## src/rtl/capture_dump_if.sv

```systemverilog
// capture_dump_if -- bus bundle for the capture read-side dump engine.
// Groups the dump control, RAMqueue read port and transmit handshake.
//   start_rd   : pulse, begin a dump (engine side input)
//   start_addr : oldest sample address
//   raddr      : RAMqueue read address (engine output)
//   rdata      : RAMqueue read data, valid 1 clk after raddr
//   tx_data    : byte to transmitter, tx_valid/tx_ready handshake
//   busy       : engine not idle
//   read_done  : 1-clk pulse after the last byte is accepted
// master = the dump engine, slave = the environment (RAM + transmitter + control).
interface capture_dump_if #(
    parameter int unsigned ENTRIES = 384,
    parameter int unsigned LOG2    = 9
);
    logic            start_rd;
    logic [LOG2-1:0] start_addr;
    logic [LOG2-1:0] raddr;
    logic [7:0]      rdata;
    logic [7:0]      tx_data;
    logic            tx_valid;
    logic            tx_ready;
    logic            busy;
    logic            read_done;

    modport master (
        input  start_rd, start_addr, rdata, tx_ready,
        output raddr, tx_data, tx_valid, busy, read_done
    );

    modport slave (
        output start_rd, start_addr, rdata, tx_ready,
        input  raddr, tx_data, tx_valid, busy, read_done
    );
endinterface

```

## src/rtl/capture_dump.sv

```systemverilog
// capture_dump -- read-side engine for the channel-capture circular RAMqueue.
// On start_rd it walks all ENTRIES samples from start_addr (wrapping modulo
// ENTRIES), absorbing the RAM's 1-cycle read latency, and sends each byte over
// a valid/ready handshake.
// Ports:
//   clk  : system clock
//   rst  : synchronous, active-high reset
//   bus  : capture_dump_if.master (start_rd, start_addr, raddr, rdata,
//          tx_data, tx_valid, tx_ready, busy, read_done)
module capture_dump #(
    parameter int unsigned ENTRIES = 384,
    parameter int unsigned LOG2    = 9
) (
    input  logic          clk,
    input  logic          rst,
    capture_dump_if.master bus
);

    typedef enum logic [1:0] {IDLE, FETCH, SEND, DONE} state_t;

    localparam logic [LOG2-1:0] LAST = LOG2'(ENTRIES - 1);

    state_t          state_q, state_d;
    logic [LOG2-1:0] raddr_q, raddr_d;
    logic [LOG2-1:0] count_q, count_d;

    // State register
    always_ff @(posedge clk) begin
        if (rst) begin
            state_q <= IDLE;
            raddr_q <= '0;
            count_q <= '0;
        end else begin
            state_q <= state_d;
            raddr_q <= raddr_d;
            count_q <= count_d;
        end
    end

    // Next-state logic
    always_comb begin
        state_d = state_q;
        raddr_d = raddr_q;
        count_d = count_q;
        unique case (state_q)
            IDLE: begin
                if (bus.start_rd) begin
                    // Out-of-range start addresses fall back to the first entry.
                    raddr_d = (32'(bus.start_addr) >= ENTRIES) ? '0 : bus.start_addr;
                    count_d = '0;
                    state_d = FETCH;
                end
            end
            FETCH: state_d = SEND;
            SEND: begin
                if (bus.tx_ready) begin
                    if (count_q == LAST) begin
                        state_d = DONE;
                    end else begin
                        count_d = count_q + 1'b1;
                        // Compare-and-zero wrap: depth need not be a power of two.
                        raddr_d = (raddr_q == LAST) ? '0 : raddr_q + 1'b1;
                        state_d = FETCH;
                    end
                end
            end
            DONE:    state_d = IDLE;
            default: state_d = IDLE;
        endcase
    end

    // Outputs; tx_data follows rdata directly since raddr is frozen in SEND.
    always_comb begin
        bus.raddr     = raddr_q;
        bus.tx_valid  = (state_q == SEND);
        bus.tx_data   = (state_q == SEND) ? bus.rdata : '0;
        bus.busy      = (state_q != IDLE);
        bus.read_done = (state_q == DONE);
    end

endmodule
```

## src/flat_wrapper.sv

```systemverilog
// flat-port wrapper written by rule: the top's interface ports become plain ports
module capture_dump_flat 
#(
    parameter int unsigned ENTRIES = 384,
    parameter int unsigned LOG2    = 9
)
  (clk, rst, bus_start_rd, bus_start_addr, bus_rdata, bus_tx_ready, bus_raddr, bus_tx_data, bus_tx_valid, bus_busy, bus_read_done);
  capture_dump_if #(.ENTRIES(ENTRIES), .LOG2(LOG2)) bus_i ();
  input  logic clk;
  input  logic rst;
  input wire logic [$bits(bus_i.start_rd)-1:0] bus_start_rd;
  input wire logic [$bits(bus_i.start_addr)-1:0] bus_start_addr;
  input wire logic [$bits(bus_i.rdata)-1:0] bus_rdata;
  input wire logic [$bits(bus_i.tx_ready)-1:0] bus_tx_ready;
  output wire logic [$bits(bus_i.raddr)-1:0] bus_raddr;
  output wire logic [$bits(bus_i.tx_data)-1:0] bus_tx_data;
  output wire logic [$bits(bus_i.tx_valid)-1:0] bus_tx_valid;
  output wire logic [$bits(bus_i.busy)-1:0] bus_busy;
  output wire logic [$bits(bus_i.read_done)-1:0] bus_read_done;
  assign bus_i.start_rd = bus_start_rd;
  assign bus_i.start_addr = bus_start_addr;
  assign bus_i.rdata = bus_rdata;
  assign bus_i.tx_ready = bus_tx_ready;
  assign bus_raddr = bus_i.raddr;
  assign bus_tx_data = bus_i.tx_data;
  assign bus_tx_valid = bus_i.tx_valid;
  assign bus_busy = bus_i.busy;
  assign bus_read_done = bus_i.read_done;
  capture_dump #(.ENTRIES(ENTRIES), .LOG2(LOG2)) u_core (.clk(clk), .rst(rst), .bus(bus_i));
endmodule
```

## config.mk

```make
export PLATFORM = sky130hd
export DESIGN_NAME = capture_dump_flat
export DESIGN_NICKNAME = d
export VERILOG_FILES = /design/src/rtl/capture_dump_if.sv /design/src/rtl/capture_dump.sv /design/src/flat_wrapper.sv
export SDC_FILE = /design/constraint.sdc
export NUM_CORES = 1
export LEC_CHECK = 0
export CORE_ASPECT_RATIO = 1.4
export CORE_MARGIN = 1
export CORE_UTILIZATION = 35
export CTS_BUF_LIST = sky130_fd_sc_hd__clkbuf_4
export CTS_CLUSTER_DIAMETER = 80
export DETAILED_ROUTE_END_ITERATION = 16
export DONT_BUFFER_PORTS = 1
export HOLD_SLACK_MARGIN = 0.06
export PLACE_DENSITY_LB_ADDON = 0.12
export SYNTH_ARGS = -nofsm -noshare
export SYNTH_HDL_FRONTEND = slang
export SYNTH_SLANG_ARGS = --single-unit
```

## constraint.sdc

```tcl
create_clock -name clk -period 4.2 [get_ports clk]
set_input_delay 0.21 -clock clk [delete_from_list [all_inputs] [get_ports clk]]
set_output_delay 0.21 -clock clk [all_outputs]
set_load 0.05 [all_outputs]
```

After elaboration in Yosys (flattened, before gate mapping). Cells that the tools add are included.

Add/sub/neg operators: 2. $lt $le $gt $ge: 1. Eq/ne operators: 8. Multiplexer cells: 15. Reduce and logical (&&, ||, !) cells: 5.

Operators with widths (count): $mux 9 (8); $pmux 9 s2 (2); $add 9x1->9 const B (2); $eq 9x9->1 const B (2); $ge 9x9->1 const B (1); $mux 8 (1); $pmux 2 s4 (1); $mux 2 (3); $ne 2x2->1 const B (3); $eq 2x2->1 const B (2); $reduce_and 4->1 (1); $reduce_bool 2->1 (2); $eq 2x1->1 const B (1); $logic_not 2->1 (1); $reduce_and 2->1 (1).

Register bits after elaboration: 20. Input bits: 21. Output and inout port bits: 20.

Logic depth before layout (Yosys ltp).
Depth in word-level cells: 5. Mapped depth: 7.

Least setup slack after synthesis. OpenSTA, ideal clock, no wires.

Path type: reg-to-output. Start point: reg u_core.state_q[1]. End point: out bus_tx_data[0]. Arrival: 1.936 ns. Data required time: 3.990 ns. Setup slack: 2.054 ns. Stages on the path, launching flop included: 7. Path buffers: 3. Path through: dfxtp_1 -> buf_6 -> nand2b_1 -> buf_2 -> inv_1 -> clkbuf_1 -> and2_1.

Cells in the longest elaborated chain, start to end: 2.

Ends and longest elaborated chain: start, declared (RTL line capture_dump.sv:23) `state_t state_q, state_d;`; start signal, assigned (RTL line capture_dump.sv:34) `state_q <= state_d;`; $eq 2x2->1; via bus_tx_valid (RTL line flat_wrapper.sv:17) `output wire logic [$bits(bus_i.tx_valid)-1:0] bus_tx_valid;`; $mux 8 (RTL line capture_dump.sv:76) `bus.tx_data = (state_q == SEND) ? bus.rdata : '0;`; end, declared (RTL line flat_wrapper.sv:16) `output wire logic [$bits(bus_i.tx_data)-1:0] bus_tx_data;`.

The timed path passes the listed nets, and every way through them passes these cells.

Final worst setup path.
Start point: reg u_core.state_q[1]. End point: reg u_core.raddr_q[7] (netlist: u_core.bus.raddr[7]).

Cells in the longest elaborated chain, start to end: 3. Elaborated cells on any way between the ends: 8. Those cells by class: eq/ne: 4; mux: 1; reduce/logical: 3.

Ends and longest elaborated chain: $eq 2x2->1 / $logic_not 2->1 (equally long branches) (RTL line capture_dump.sv:45) `unique case (state_q)`; $ne 2x2->1 (no line) / $reduce_bool 2->1 (equally long branches); $reduce_and 4->1 (no line); end signal, assigned (RTL line capture_dump.sv:35) `raddr_q <= raddr_d;`; end, declared (RTL line capture_dump.sv:24) `logic [LOG2-1:0] raddr_q, raddr_d;`.

Several ways; a longest one is shown, not always the timed one. A chain may end at the register's enable or synchronous reset.

==> flow_summary.ini <==
[outcome]
status = completed

[critical_path]
path_class = reg2reg
crit_required_ns = 4.42
cp-end-kind = register
reg2reg_from = u_core.state_q[1]$_SDFFE_PP0P_
critPathLaunch = u_core.state_q[1]$_SDFFE_PP0P_
crit_path_max_fanout = 16
startpoint_type = register
cp_slowest_cell = nor4_2
r2r_slack_ns = 1.56
worst_ep_arrival_time_ns = 2.86
path_cells = nand2b_1 > nor4_2 > nor2_1 > a311oi_1
worst_path_largest_cell_delay_ns = 1.14

[floorplan]
dieWidth_um = 52.4
core_area_um2 = 3380
io_pins = 41
dieHeight_um = 72.6
initial_core_util_pct = 36.9
dieArea_um2 = 3800
rows = 25

[place]
gp_congestion = 0.813
dp_slack_ns = 1.61
port_buffers = 0
placedCellCount = 186
dp_hpwl_mm = 2.58

[yosys]
syn_inst = 155
synth-edff-count = 0
async_reset_ff_share_pct = 0
mappedNetlistArea_um2 = 1240
yosysWarnings = 0
syn_nets = 178
ys_ff_latch = 20
yosysSeqAreaShare_pct = 32.2
synth.distinct_cells = 41
syn-mean-instance-area_um2 = 8.03
ys.flop_type = dfxtp_1

[clocking]
h-tree-depth = 1
cts_num_sinks = 20
path_clk_slew_ns = 0.11
clock_latency_ns = 0.31
cts_tree = built
root_buffer = clkbuf_4
cts_made_buffers = 3
cts_buffer_depth = 2

[min_path]
hp-class = in2reg
hp-start = bus_start_addr[8]

[layout]
final_nets = 176
n_antenna_cell = 0
layout.cells.non_filler = 192
area_growth_pct = 3.62
layout-drive-gt1-share_pct = 5.92

[sta]
fmax_mhz = 379
tightest_slew_ns = 1.27
maxSlewHeadroom_pct = 14.5
finalSetupTns_ns = 0
rsz0062_at_grt = no
fin_crit_ns = 2.64
hold_violations = 0
setup_ws_ns = 1.56
period_share_pct = 62.9
slew_viol_final = 0
clock-skew-final_ns = 0.00573
finalSetupViolCount = 0

[power]
leakagePower_nw = 0.390
vdd_drop_max_mv = 0.130
total_power_w = 0.000412
power-per-cell-area_nw_per_um2 = 319

[drt]
num_vias = 1210
drt-total-wl_mm = 3.55
dr.pass1.iters = 4
drt_iter0_markers = 30
drc = 0
ant_nets = 0
wl_per_cell_um = 18.5
avgViaCountPerCell = 6.30

[global_route]
grt_pass1_vias = 1195
grt_pass1_wl_mm = 5.59
grt_max_degree = 22
grt.total_usage_pct = 20.0
grt_overflow = 0
grt_antenna_before_repair = 0

[job]
cap_violations = 0
Yosys cell counts (2+ instances only):
master	number	share of area, %
a211oi_1	4	2.4
a21oi_1	16	6.4
a22oi_1	2	1.2
a311oi_1	3	2.1
and2_1	9	4.5
and3_1	2	1.0
buf_2	2	0.80
buf_6	2	1.8
clkbuf_1	5	1.5
dfxtp_1	20	32
ha_1	2	2.0
inv_1	6	1.8
mux2i_1	2	1.6
nand2_1	9	2.7
nand3_1	8	3.2
nand3b_1	2	1.2
nand4_1	3	1.5
nor2_1	8	2.4
nor3_1	5	2.0
nor4_1	2	1.0
o21a_1	2	1.2
o21ai_0	5	2.0
o311ai_0	3	2.1
o31ai_1	7	4.2
o32ai_1	3	2.1
o41ai_1	2	1.4
or2_2	3	1.5
or4_1	5	3.0
placed cells by master (no fill, tap or decap), drive strengths merged, types with 3 or more instances in the layout:
cell type and n:
dfxtp 20, a21oi 17, and2 9, nand2 9, nor2 8, nand3 8
o31ai 7, inv 6, nor3 5, or4 5, o21ai 5, a211oi 4
or2 4, a311oi 3, nand4 3, o32ai 3, o311ai 3, clkbuf 3
nor4 3
kinds of logic after synthesis:
kind of cell | after synthesis | synth area share, %
fa+ha+maj | 2 | 2.01
buf+inv | 15 | 5.93
compound gates | 52 | 28.9
mux | 2 | 1.61
flops | 20 | 32.2
simple gates | 64 | 29.3
power by group:
| part | internal [W] | leakage [nW] | switching [W] | total, W |
|---|---|---|---|---|
| logic | 0.0000236 | 0.212 | 0.0000517 | 0.0000753 |
| registers | 0.000199 | 0.163 | 0.0000390 | 0.000238 |
| clock network | 0.0000347 | 0.0154 | 0.0000637 | 0.0000984 |
cell type report:
cell class                      instances  area [µm²]
Multi-Input combinational cell        120         771
Sequential cell                        20         400
Inverter                                6        22.5
Tap cell                               40        50.0
Clock buffer                            3        22.5
Fill cell                             358        2090
Timing Repair Buffer                    2        20.0
Clock inverter                          1        3.75
through the flow:
stage | area [µm²] | util (%) | hold slack, ns
after global placement | 1240 | 36.8 | 0.286
after floorplan | 1240 | - | 0.328
final | 1290 | 38.2 | 0.0771
after global routing | 1290 | 38.2 | 0.0744
after detailed placement | 1240 | 36.8 | 0.286
after CTS | 1290 | 38.2 | 0.0677
critical path, delay by kind of cell (launching register included):
family | cells | cell delay, ns
AND/OR/NAND/NOR | 3 | 1.72
AO/OA/AOI/OAI | 1 | 0.33
flip-flops | 1 | 0.51
worst paths after layout:
path,endpoint,cells after the start
max reg2reg,u_core.bus.raddr[7]$_SDFFE_PP0P_,4
min,u_core.bus.raddr[8]$_SDFFE_PP0P_,2
min reg2reg,u_core.count_q[5]$_SDFFE_PP0P_,2
max,u_core.bus.raddr[7]$_SDFFE_PP0P_,4
sequential cells by signal, summed over array words and instances, names as in the netlist:
signal	cells
u_core.count_q	9
u_core.state_q	2
u_core.bus.raddr	9
timing repair:
action,in CTS,in global routing
endpoints found under the hold margin,13,0
gates resized for setup,0,0
setup buffers,0,0
hold buffers,2,0
routing by layer:
layer / track usage [%] / wire [µm] / share of wire (%)
met5: 0 / 0 / 0
met4: 11.1 / 71 / 2.0
met3: 2.52 / 122 / 3.4
met2: 33.9 / 1900 / 54
met1: 23.7 / 1460 / 41
Power figures use the tool's default switching activity.
